## src/rtl/seq_detect_pkg.sv

```systemverilog
// Shared types and sizing helpers for the programmable serial sequence detector.
package seq_detect_pkg;

    localparam int PAT_W_DEF = 8;
    localparam int CNT_W_DEF = 8;

    typedef enum logic [1:0] {
        IDLE = 2'd0,
        FILL = 2'd1,
        RUN  = 2'd2
    } state_t;

    // Width able to hold any length 0..pat_w.
    function automatic int len_w(input int pat_w);
        return $clog2(pat_w) + 1;
    endfunction

endpackage

```

## src/rtl/seq_detect_ctrl_if.sv

```systemverilog
// Config, control, serial-data and status bundle of the sequence detector.
interface seq_detect_ctrl_if
    import seq_detect_pkg::*;
#(
    parameter int PAT_W = PAT_W_DEF,
    parameter int CNT_W = CNT_W_DEF
);
    localparam int LEN_W = len_w(PAT_W);

    logic             cfg_we;
    logic [PAT_W-1:0] cfg_pattern;
    logic [LEN_W-1:0] cfg_len;
    logic             cfg_overlap;
    logic             start;
    logic             stop;
    logic             w;
    logic             w_valid;
    logic             busy;
    logic             z;
    logic [CNT_W-1:0] match_cnt;
    logic             cfg_err;

    modport master (
        output cfg_we, cfg_pattern, cfg_len, cfg_overlap, start, stop, w, w_valid,
        input  busy, z, match_cnt, cfg_err
    );

    modport slave (
        input  cfg_we, cfg_pattern, cfg_len, cfg_overlap, start, stop, w, w_valid,
        output busy, z, match_cnt, cfg_err
    );

endinterface

```

## src/rtl/seq_window_shreg.sv

```systemverilog
// Serial window shift register with a length-masked compare of the post-shift window.
module seq_window_shreg #(
    parameter int PAT_W = 8,
    parameter int LEN_W = 4
) (
    input  logic             clk,
    input  logic             rst_n,
    input  logic             clr,
    input  logic             shift,
    input  logic             w,
    input  logic [PAT_W-1:0] pattern,
    input  logic [LEN_W-1:0] len,
    output logic             hit
);
    logic [PAT_W-1:0] win_q, win_d, win_next, mask;

    // hit reflects the window as it will be once w is shifted in, so the
    // controller can register the match on the same edge that samples w.
    always_comb begin
        win_next = {win_q[PAT_W-2:0], w};
        mask     = ~({PAT_W{1'b1}} << len);
        hit      = ((win_next ^ pattern) & mask) == '0;
        win_d    = win_q;
        if (clr) begin
            win_d = '0;
        end else if (shift) begin
            win_d = win_next;
        end
    end

    always_ff @(posedge clk) begin
        if (!rst_n) begin
            win_q <= '0;
        end else begin
            win_q <= win_d;
        end
    end

endmodule

```

## src/rtl/seq_detect_ctrl.sv

```systemverilog
// Sequence-detector controller: config registers, IDLE/FILL/RUN FSM, match pulse and
// saturating match counter around a seq_window_shreg.
module seq_detect_ctrl
    import seq_detect_pkg::*;
#(
    parameter int PAT_W = PAT_W_DEF,
    parameter int CNT_W = CNT_W_DEF
) (
    input  logic clk,
    input  logic rst_n,
    seq_detect_ctrl_if.slave bus
);
    localparam int LEN_W = len_w(PAT_W);
    localparam logic [LEN_W-1:0] MAX_LEN = LEN_W'(PAT_W);

    state_t           state_q, state_d;
    logic [PAT_W-1:0] pat_q, pat_d;
    logic [LEN_W-1:0] len_q, len_d;
    logic             ov_q, ov_d;
    logic             err_q, err_d;
    logic [CNT_W-1:0] cnt_q, cnt_d;
    logic [LEN_W-1:0] bits_q, bits_d;
    logic             z_q, z_d;
    logic             busy_q, busy_d;

    logic             cfg_ok, win_clr, win_shift, match, hit;
    logic [LEN_W-1:0] bits_inc;

    seq_window_shreg #(.PAT_W(PAT_W), .LEN_W(LEN_W)) u_window (
        .clk     (clk),
        .rst_n   (rst_n),
        .clr     (win_clr),
        .shift   (win_shift),
        .w       (bus.w),
        .pattern (pat_q),
        .len     (len_q),
        .hit     (hit)
    );

    always_comb begin
        state_d   = state_q;
        pat_d     = pat_q;
        len_d     = len_q;
        ov_d      = ov_q;
        err_d     = err_q;
        cnt_d     = cnt_q;
        bits_d    = bits_q;
        z_d       = 1'b0;
        win_clr   = 1'b0;
        win_shift = 1'b0;
        match     = 1'b0;
        bits_inc  = bits_q + 1'b1;
        cfg_ok    = (bus.cfg_len != '0) && (bus.cfg_len <= MAX_LEN);

        case (state_q)
            IDLE: begin
                if (bus.cfg_we) begin
                    if (cfg_ok) begin
                        pat_d = bus.cfg_pattern;
                        len_d = bus.cfg_len;
                        ov_d  = bus.cfg_overlap;
                        err_d = 1'b0;
                    end else begin
                        err_d = 1'b1;
                    end
                end
                // A rejected config write in the same cycle also suppresses start.
                if (bus.start && !bus.stop && (!bus.cfg_we || cfg_ok)) begin
                    cnt_d   = '0;
                    bits_d  = '0;
                    win_clr = 1'b1;
                    state_d = FILL;
                end
            end
            default: begin
                if (bus.cfg_we) begin
                    err_d = 1'b1;
                end
                if (bus.stop) begin
                    state_d = IDLE;
                end else if (bus.w_valid) begin
                    win_shift = 1'b1;
                    if (state_q == FILL) begin
                        bits_d = bits_inc;
                        if (bits_inc == len_q) begin
                            state_d = RUN;
                            match   = hit;
                        end
                    end else begin
                        match = hit;
                    end
                    // Non-overlapping mode demands len fresh bits before the next compare.
                    if (match && !ov_q) begin
                        bits_d  = '0;
                        state_d = FILL;
                    end
                end
            end
        endcase

        if (match) begin
            z_d = 1'b1;
            if (cnt_q != '1) begin
                cnt_d = cnt_q + 1'b1;
            end
        end
        busy_d = (state_d != IDLE);
    end

    always_ff @(posedge clk) begin
        if (!rst_n) begin
            state_q <= IDLE;
            pat_q   <= '0;
            len_q   <= LEN_W'(1);
            ov_q    <= 1'b0;
            err_q   <= 1'b0;
            cnt_q   <= '0;
            bits_q  <= '0;
            z_q     <= 1'b0;
            busy_q  <= 1'b0;
        end else begin
            state_q <= state_d;
            pat_q   <= pat_d;
            len_q   <= len_d;
            ov_q    <= ov_d;
            err_q   <= err_d;
            cnt_q   <= cnt_d;
            bits_q  <= bits_d;
            z_q     <= z_d;
            busy_q  <= busy_d;
        end
    end

    assign bus.busy      = busy_q;
    assign bus.z         = z_q;
    assign bus.match_cnt = cnt_q;
    assign bus.cfg_err   = err_q;

endmodule

```

## src/flat_wrapper.sv

```systemverilog
// flat-port wrapper written by rule: the top's interface ports become plain ports
module seq_detect_ctrl_flat import seq_detect_pkg::*;
#(
    parameter int PAT_W = PAT_W_DEF,
    parameter int CNT_W = CNT_W_DEF
)
  (clk, rst_n, bus_cfg_we, bus_cfg_pattern, bus_cfg_len, bus_cfg_overlap, bus_start, bus_stop, bus_w, bus_w_valid, bus_busy, bus_z, bus_match_cnt, bus_cfg_err);
  seq_detect_ctrl_if #(.PAT_W(PAT_W), .CNT_W(CNT_W)) bus_i ();
  input  logic clk;
  input  logic rst_n;
  input wire logic [$bits(bus_i.cfg_we)-1:0] bus_cfg_we;
  input wire logic [$bits(bus_i.cfg_pattern)-1:0] bus_cfg_pattern;
  input wire logic [$bits(bus_i.cfg_len)-1:0] bus_cfg_len;
  input wire logic [$bits(bus_i.cfg_overlap)-1:0] bus_cfg_overlap;
  input wire logic [$bits(bus_i.start)-1:0] bus_start;
  input wire logic [$bits(bus_i.stop)-1:0] bus_stop;
  input wire logic [$bits(bus_i.w)-1:0] bus_w;
  input wire logic [$bits(bus_i.w_valid)-1:0] bus_w_valid;
  output wire logic [$bits(bus_i.busy)-1:0] bus_busy;
  output wire logic [$bits(bus_i.z)-1:0] bus_z;
  output wire logic [$bits(bus_i.match_cnt)-1:0] bus_match_cnt;
  output wire logic [$bits(bus_i.cfg_err)-1:0] bus_cfg_err;
  assign bus_i.cfg_we = bus_cfg_we;
  assign bus_i.cfg_pattern = bus_cfg_pattern;
  assign bus_i.cfg_len = bus_cfg_len;
  assign bus_i.cfg_overlap = bus_cfg_overlap;
  assign bus_i.start = bus_start;
  assign bus_i.stop = bus_stop;
  assign bus_i.w = bus_w;
  assign bus_i.w_valid = bus_w_valid;
  assign bus_busy = bus_i.busy;
  assign bus_z = bus_i.z;
  assign bus_match_cnt = bus_i.match_cnt;
  assign bus_cfg_err = bus_i.cfg_err;
  seq_detect_ctrl #(.PAT_W(PAT_W), .CNT_W(CNT_W)) u_core (.clk(clk), .rst_n(rst_n), .bus(bus_i));
endmodule
```

## config.mk

```make
export PLATFORM = sky130hd
export DESIGN_NAME = seq_detect_ctrl_flat
export DESIGN_NICKNAME = d
export VERILOG_FILES = /design/src/rtl/seq_detect_pkg.sv /design/src/rtl/seq_detect_ctrl_if.sv /design/src/rtl/seq_window_shreg.sv /design/src/rtl/seq_detect_ctrl.sv /design/src/flat_wrapper.sv
export SDC_FILE = /design/constraint.sdc
export NUM_CORES = 1
export LEC_CHECK = 0
export CAP_MARGIN = 30
export CORE_UTILIZATION = 45
export DETAILED_ROUTE_END_ITERATION = 8
export PLACE_DENSITY = 0.69
export SLEW_MARGIN = 10
export SYNTH_ARGS = -nofsm -noshare
export SYNTH_HDL_FRONTEND = slang
export SYNTH_SLANG_ARGS = --single-unit
```

## constraint.sdc

```tcl
create_clock -name clk -period 3.48 [get_ports clk]
set_input_delay 0.696 -clock clk [delete_from_list [all_inputs] [get_ports clk]]
set_output_delay 0.696 -clock clk [all_outputs]
set_load 0.1 [all_outputs]
```

# Word-level counts from Yosys, hierarchy flattened
# Cells that the tools add are included.
# Widths: inputs -> output; s select.
# totals
reg_bits	37
input_bits	20
word_cells	75
# op_classes
n_addsub	2
order_cmp	1
eq_ne	5
shifts	1
mux	35
bitwise	4
reduce_logical	17
# ops
cell	count
$mux 8	4
$mux 4	6
$mux 1	18
$mux 2	7
$add 8x1->8 const B	1
$and 8x8->8	1
$logic_not 8->1	1
$ne 8x8->1 const B	1
$not 8->8	1
$shl 8x4->8 const A	1
$xor 8x8->8	1
$add 4x1->4 const B	1
$eq 4x4->1	1
$le 4x4->1 const B	1
$logic_and 1x1->1	4
$ne 2x1->1 const B	2
$reduce_and 4->1	1
$reduce_bool 2->1	2
$reduce_bool 4->1	1
$logic_not 1->1	3
$reduce_and 3->1	1
$reduce_bool 3->1	1
$eq 2x1->1 const B	1
$logic_not 2->1	1
other kinds (3)	3

# Longest topological paths before layout
# Gate-level depths: netlist of the first run.
# logic_depth
word_depth	15
ltp_mapped	9
depth_no_buf	7

# Cells and area by module
# A second synthesis of the first run with hierarchy kept.
# unflattened
hier_cells	209
hier_area_um2	1974.4
# modules_own_cells
mod	n_inst	cells_per_inst	area_each_um2	seq_area_each_um2
seq_detect_ctrl	1	166	1569.0	600.6
seq_window_shreg	1	43	405.4	140.1

# Least setup slack after synthesis of the first run
# OpenSTA, ideal clock, no wires.
# synth_timing
path_type	reg2reg
start	register u_core.cnt_q[1] (netlist: u_core.bus.match_cnt[1])
end	register u_core.cnt_q[0] (netlist: u_core.bus.match_cnt[0])
arrival_time_ns	2.474
slack_ns	0.891
stages_incl_launch_ff	8
period_less_slack_ns	2.589
path_cell_list	dfxtp_1 ha_1 nand2_1 nor4_1 nand3_1 and2_1 buf_6 a31o_1
# synth_via
elab_chain_len	3
# synth_rtl
item	line	text
start: declaration	seq_detect_ctrl.sv:21	logic [CNT_W-1:0] cnt_q, cnt_d;
start signal: assignment	seq_detect_ctrl.sv:127	cnt_q <= cnt_d;
$ne 8x8->1	seq_detect_ctrl.sv:103	if (cnt_q != '1) begin
$mux 8	seq_detect_ctrl.sv:103	
$mux 8	seq_detect_ctrl.sv:101	if (match) begin
# Every way passes these cells.
# A chain may end at the register's enable or synchronous reset.

# Worst setup path after layout of the first run
# layout_timing
start	register u_core.cnt_q[6] (netlist: u_core.bus.match_cnt[6])
end	output port bus_match_cnt[6]
# layout_rtl
item	line	text
end: declaration	flat_wrapper.sv:21	output wire logic [$bits(bus_i.match_cnt)-1:0] bus_match_cnt;
# No word-level cell between the ends.

==> results of run 1 <==
per-stage QoR:
step,instances,power (mW)
2_1_floorplan,206,0.542
3_3_place_gp,278,0.586
3_5_place_dp,278,0.587
4_1_cts,285,0.887
5_1_grt,285,0.919
6_report,285,0.871
synthesized netlist by cell type, types with 2 or more instances:
master,count
nor3b_1,2
nor2_1,10
nor2b_1,16
o31a_1,2
and2_1,3
a211oi_1,3
nand2_1,15
o211ai_1,2
nand3_1,7
xor2_1,5
a31o_1,3
ha_1,2
dfxtp_1,37
nor4_1,3
nand4_1,3
a311oi_1,3
a21oi_1,5
mux2i_1,22
xnor2_1,10
and3_1,2
clkbuf_1,6
buf_2,4
o21ai_0,6
o22ai_1,5
nand3b_1,2
nand2b_1,3
inv_1,5
kinds of logic (layout without fill, tap and decap cells):
logic type / count (synthesis) / count (layout) / share of synthesized area [%]
compound gates: 40 / 40 / 16.1
flops: 37 / 37 / 38.5
xor+xnor: 16 / 16 / 8.06
simple gates: 73 / 73 / 20.9
buf+inv: 16 / 45 / 3.77
mux: 22 / 22 / 11.4
fa+ha+maj: 2 / 2 / 1.30
registers in the layout (all words and copies together), names as in the netlist:
signal                 count
u_core.bus.match_cnt       8
u_core.bus.busy            1
u_core.len_q               4
u_core.pat_q               8
u_core.bus.cfg_err         1
u_core.ov_q                1
u_core.bus.z               1
u_core.u_window.win_q      7
u_core.bits_q              4
u_core.state_q             2
area by class of cell:
| class | count | area (sq um) |
|---|---|---|
| fillers | 367 | 1720 |
| inverters | 5 | 18.8 |
| multi-input cells | 153 | 1110 |
| repair buffers | 33 | 318 |
| well taps | 50 | 62.6 |
| flip-flops and latches | 37 | 741 |
| clock buffers | 7 | 86.3 |
power breakdown:
part	switching, mW	total (mW)	internal, mW	leakage (nW)
logic	0.0673	0.130	0.0628	0.613
registers	0.0129	0.448	0.435	0.300
clock network	0.137	0.293	0.157	0.0443
total	0.217	0.871	0.655	0.958
routing by layer:
metal | up-vias | track usage [%]
li1 | 798 | -
met1 | 716 | 25.8
met2 | 31 | 29.3
met3 | 4 | 5.57
met4 | 0 | 7.98
met5 | - | 0
final timing paths:
path | startpoint | endpoint | slack, ps | cells past startpoint
min | u_core.bus.match_cnt[1] | u_core.bus.match_cnt[1] | 500 | 2
max reg2reg | u_core.len_q[2] | u_core.bus.match_cnt[1] | 970 | 6
min reg2reg | u_core.bus.match_cnt[1] | u_core.bus.match_cnt[1] | 500 | 2
max | u_core.bus.match_cnt[6] | bus_match_cnt[6] | 930 | 1
==> flow_summary.ini, run 1 <==
[finish]
final_cell_mix = dfxtp_1, clkdlybuf4s50_1, mux2i_1
final_util_pct = 57.6
area_growth_pct = 21.4
final_common_cell = dfxtp_1
nNetsFinal = 257
drive_gt1_share_pct = 6.38
antenna_cells = 0
design_area_sq_mm = 0.00234

[worst_setup_path]
start_kind = flip-flop
cp_slowest_cell = clkdlybuf4s50_1
crit_family = buffers and inverters
critPathArrivalTime_ps = 1850
crit_buf_inv = 1
path_cells = clkdlybuf4s50_1
end_kind = output port
max_stage_delay_ps = 1170
path_max_fanout = 5
required_ps = 2780
critical_path_class = flip-flop to output port

[global_route]
first_global_vias = 1425
grt_first_pass_wirelength_mm = 6.40
grtUsageTotal_pct = 19.4
grt_max_degree = 22
grt_antenna_before_repair = 0
overflow = 0

[cts]
clockRootBuffer = clkbuf_8
cts_buffers = 5
cts.clk_slew.worst_paths_ps = 60
cts_hold_buf = 0
clock_sinks = 37
cts_tree = built
clk_path_buf_depth = 2
cts_resized = 0
clk-insertion-delay-late_ps = 280
htree_levels = 2
post_cts_buffers = 0

[yosys]
ys_types = 47
avgSynthCellArea_sq_um = 9.35
synth_edf_count = 0
synth_top_area_share_pct = 38.5
yosysTopAreaCell = dfxtp_1
synth_area_leaders = dfxtp_1, mux2i_1, nor2b_1, xnor2_1, nand2_1
synthFlopType = dfxtp_1
ys_seq_elements = 37
netlist_instances = 206
synth_seq_area_share_pct = 38.5
syn-num-nets = 228
async_flop_share_pct = 0
syn_area_sq_mm = 0.00193
yosys_warnings = 0

[die]
start_util_pct = 47.5
die_area_sq_mm = 0.00454
dieWidth_um = 67.4
fp.dieH_um = 67.4
coreArea_sq_mm = 0.00406
fp-row-count = 23
pin_count = 31

[placement]
postPlaceCellArea_sq_mm = 0.00225
routabilityCongestion = 0.735
dp_slack_ps = 635
placement.io_buffers = 30
dp_hpwl_mm = 2.83

[route]
wire_per_inst_um = 13.5
dr.max_layer_used = met4
via_per_inst = 5.44
drc = 0
first_pass_iters = 4
drtIter0Drc = 53
ant_nets = 0
wl_mm = 3.86
wl_met1_mm = 1.89
wl_met3_um = 158
vias = 1549
wl_met2_mm = 1.75

[timing]
min_period_over_period_pct = 73.3
slew_headroom_pct = 34.8
slew_violations = 0
max_freq_mhz = 392
hold_ws_ps = 499
hold_viol = 0
tightestPinTransition_ps = 975
min_period_ps = 2550
setup_viol = 0
rsz0062_at_grt = false
timing.setup.tns_ps = 0
setup_ws_ps = 930
skew_ps = 2.00

[power]
ir_drop_uv = 248
leakagePower_nw = 0.958
powerDensity_mw_per_mm2 = 373

[outcome]
status = finished clean

[min_path]
min_path_type = flip-flop to flip-flop

[job]
drv_cap = 0
No activity file was read; power rests on OpenSTA's default activity.
==> run 2, diff against run 1 <==
- clock period: 3.48 -> 2.55 ns (I/O delays scaled with it)
==> run 2 against run 1 <==
Global-route usage shrank 1.1 points. Die area is the same. Sequential share of layout area shrank 1.0 points. Non-clock buffer count grew 8. Critical path type is now primary input to flip-flop. Largest power group unchanged.
==> flow_summary.ini, run 2 (synthesis gave the netlist of run 1 again) <==
[timing]
max_freq_mhz = 452
hold_viol = 0
slew_headroom_pct = 67.9
skew_ps = 5.38
setup_ws_ps = 335
rsz0062_at_grt = false
min_period_ps = 2210
setup_viol = 0
hold_ws_ps = 475
tightestPinTransition_ps = 481
min_period_over_period_pct = 86.9
slew_violations = 0
timing.setup.tns_ps = 0

[worst_setup_path]
endpoint = u_core.bits_q[2]
path_max_fanout = 4
r2r-end = u_core.bus.match_cnt[5]
end_kind = flip-flop
r2r_cells = 8
start_kind = primary input
path_cells = clkdlybuf4s50_1, o31a_1, o21ai_0, nand3_1, a221oi_1, buf_4, and2_1, o211ai_1
critPathArrivalTime_ps = 2390
ff2ff_setup_slack_ps = 370
worstReg2RegStart = u_core.bits_q[0]
cp_slowest_cell = clkdlybuf4s50_1
critical_path_class = primary input to flip-flop
max_stage_delay_ps = 440
crit_path_start = bus_cfg_len[2]
required_ps = 2720

[die]
pin_count = 31
die_area_sq_mm = 0.00454
start_util_pct = 47.5
coreArea_sq_mm = 0.00406
fp.dieH_um = 67.4
fp-row-count = 23
dieWidth_um = 67.4

[route]
vias = 1577
drc = 0
wire_per_inst_um = 13.2
drtIter0Drc = 106
wl_mm = 3.89
via_per_inst = 5.36
ant_nets = 0
first_pass_iters = 4

[finish]
final_common_cell = dfxtp_1
antenna_cells = 0
final_cell_mix = dfxtp_1, mux2i_1, buf_4
nNetsFinal = 265
area_growth_pct = 26.0
final_util_pct = 59.8
drive_gt1_share_pct = 14.8

[power]
leakagePower_nw = 1.04
power_mw = 1.39
ir_drop_uv = 410
powerDensity_mw_per_mm2 = 574

[cts]
clock_sinks = 37
cts_tree = built
cts_resized = 0
clk_path_buf_depth = 2
htree_levels = 2
post_cts_buffers = 0
cts.clk_slew.worst_paths_ps = 80
clk-insertion-delay-late_ps = 280
cts_hold_buf = 0
clockRootBuffer = clkbuf_8
cts_buffers = 5

[global_route]
grt_max_degree = 22
grtUsageTotal_pct = 18.3
first_global_vias = 1319
overflow = 0
grt_first_pass_wirelength_mm = 6.13
grt_antenna_before_repair = 0

[outcome]
status = finished clean

[job]
drv_cap = 0

[placement]
placement.io_buffers = 30
routabilityCongestion = 0.784
dp_slack_ps = 18.6
dp_hpwl_mm = 2.90

[min_path]
min_path_type = flip-flop to flip-flop
run 2: cell types whose count changed in the layout (fill, tap and decap cells not counted), sizes merged:
cell | previous run | this run
clkdlybuf4s50 | 28 | 19
clkinv | 0 | 1
buf | 5 | 22
clkbuf | 7 | 5
bufinv | 0 | 2
run 2: critical path, delay by kind of cell:
kind	cells	cell delay, ps
and+or+nand+nor	2	320
buffers and inverters	2	620
AOI/OAI and AO/OA	4	940
run 2: final cells by class:
cell class                 count  area [sq um]
fill                         379          1630
multi-input combinational    153          1110
sequential                    37           743
timing repair buffer          41           355
clock buffer                   5          68.8
clock inverter                 3          65.1
tap                           50          62.6
inverter                       5          18.8
run 2: per-stage QoR:
stage               std cells  area, sq um
global placement          286         2290
finish                    294         2430
detailed placement        286         2290
global route              294         2430
floorplan                 206         1930
CTS                       294         2430
run 2: report_power, final:
| group | internal (mW) | switching, mW |
|---|---|---|
| combinational | 0.0908 | 0.0955 |
| clock | 0.389 | 0.209 |
| sequential | 0.593 | 0.0150 |
run 2: worst min path at each step:
stage                                  startpoint  cells past startpoint                 endpoint
after floorplan                  u_core.bits_q[1]                      2         u_core.bits_q[1]
after global placement    u_core.bus.match_cnt[1]                      2  u_core.bus.match_cnt[1]
after detailed placement  u_core.bus.match_cnt[1]                      2  u_core.bus.match_cnt[1]
after CTS                 u_core.bus.match_cnt[1]                      2  u_core.bus.match_cnt[1]
after global routing      u_core.bus.match_cnt[1]                      2  u_core.bus.match_cnt[1]
final                     u_core.bus.match_cnt[1]                      2  u_core.bus.match_cnt[1]
run 2: metal layers:
| layer | global-route usage (%) | vias to the layer above | wire (um) |
|---|---|---|---|
| met5 | 0 | - | 0 |
| met4 | 9.57 | 0 | 71 |
| met3 | 3.72 | 6 | 124 |
| met2 | 26.4 | 24 | 1710 |
| met1 | 25.6 | 731 | 1980 |
| li1 | - | 816 | - |
==> run 3, diff against run 2 <==
- CAP_MARGIN: 30 -> 20
- SLEW_MARGIN: 10 -> unset
==> results of run 3 <==
The final DEF is identical to that of run 2; final timing and power are the same.
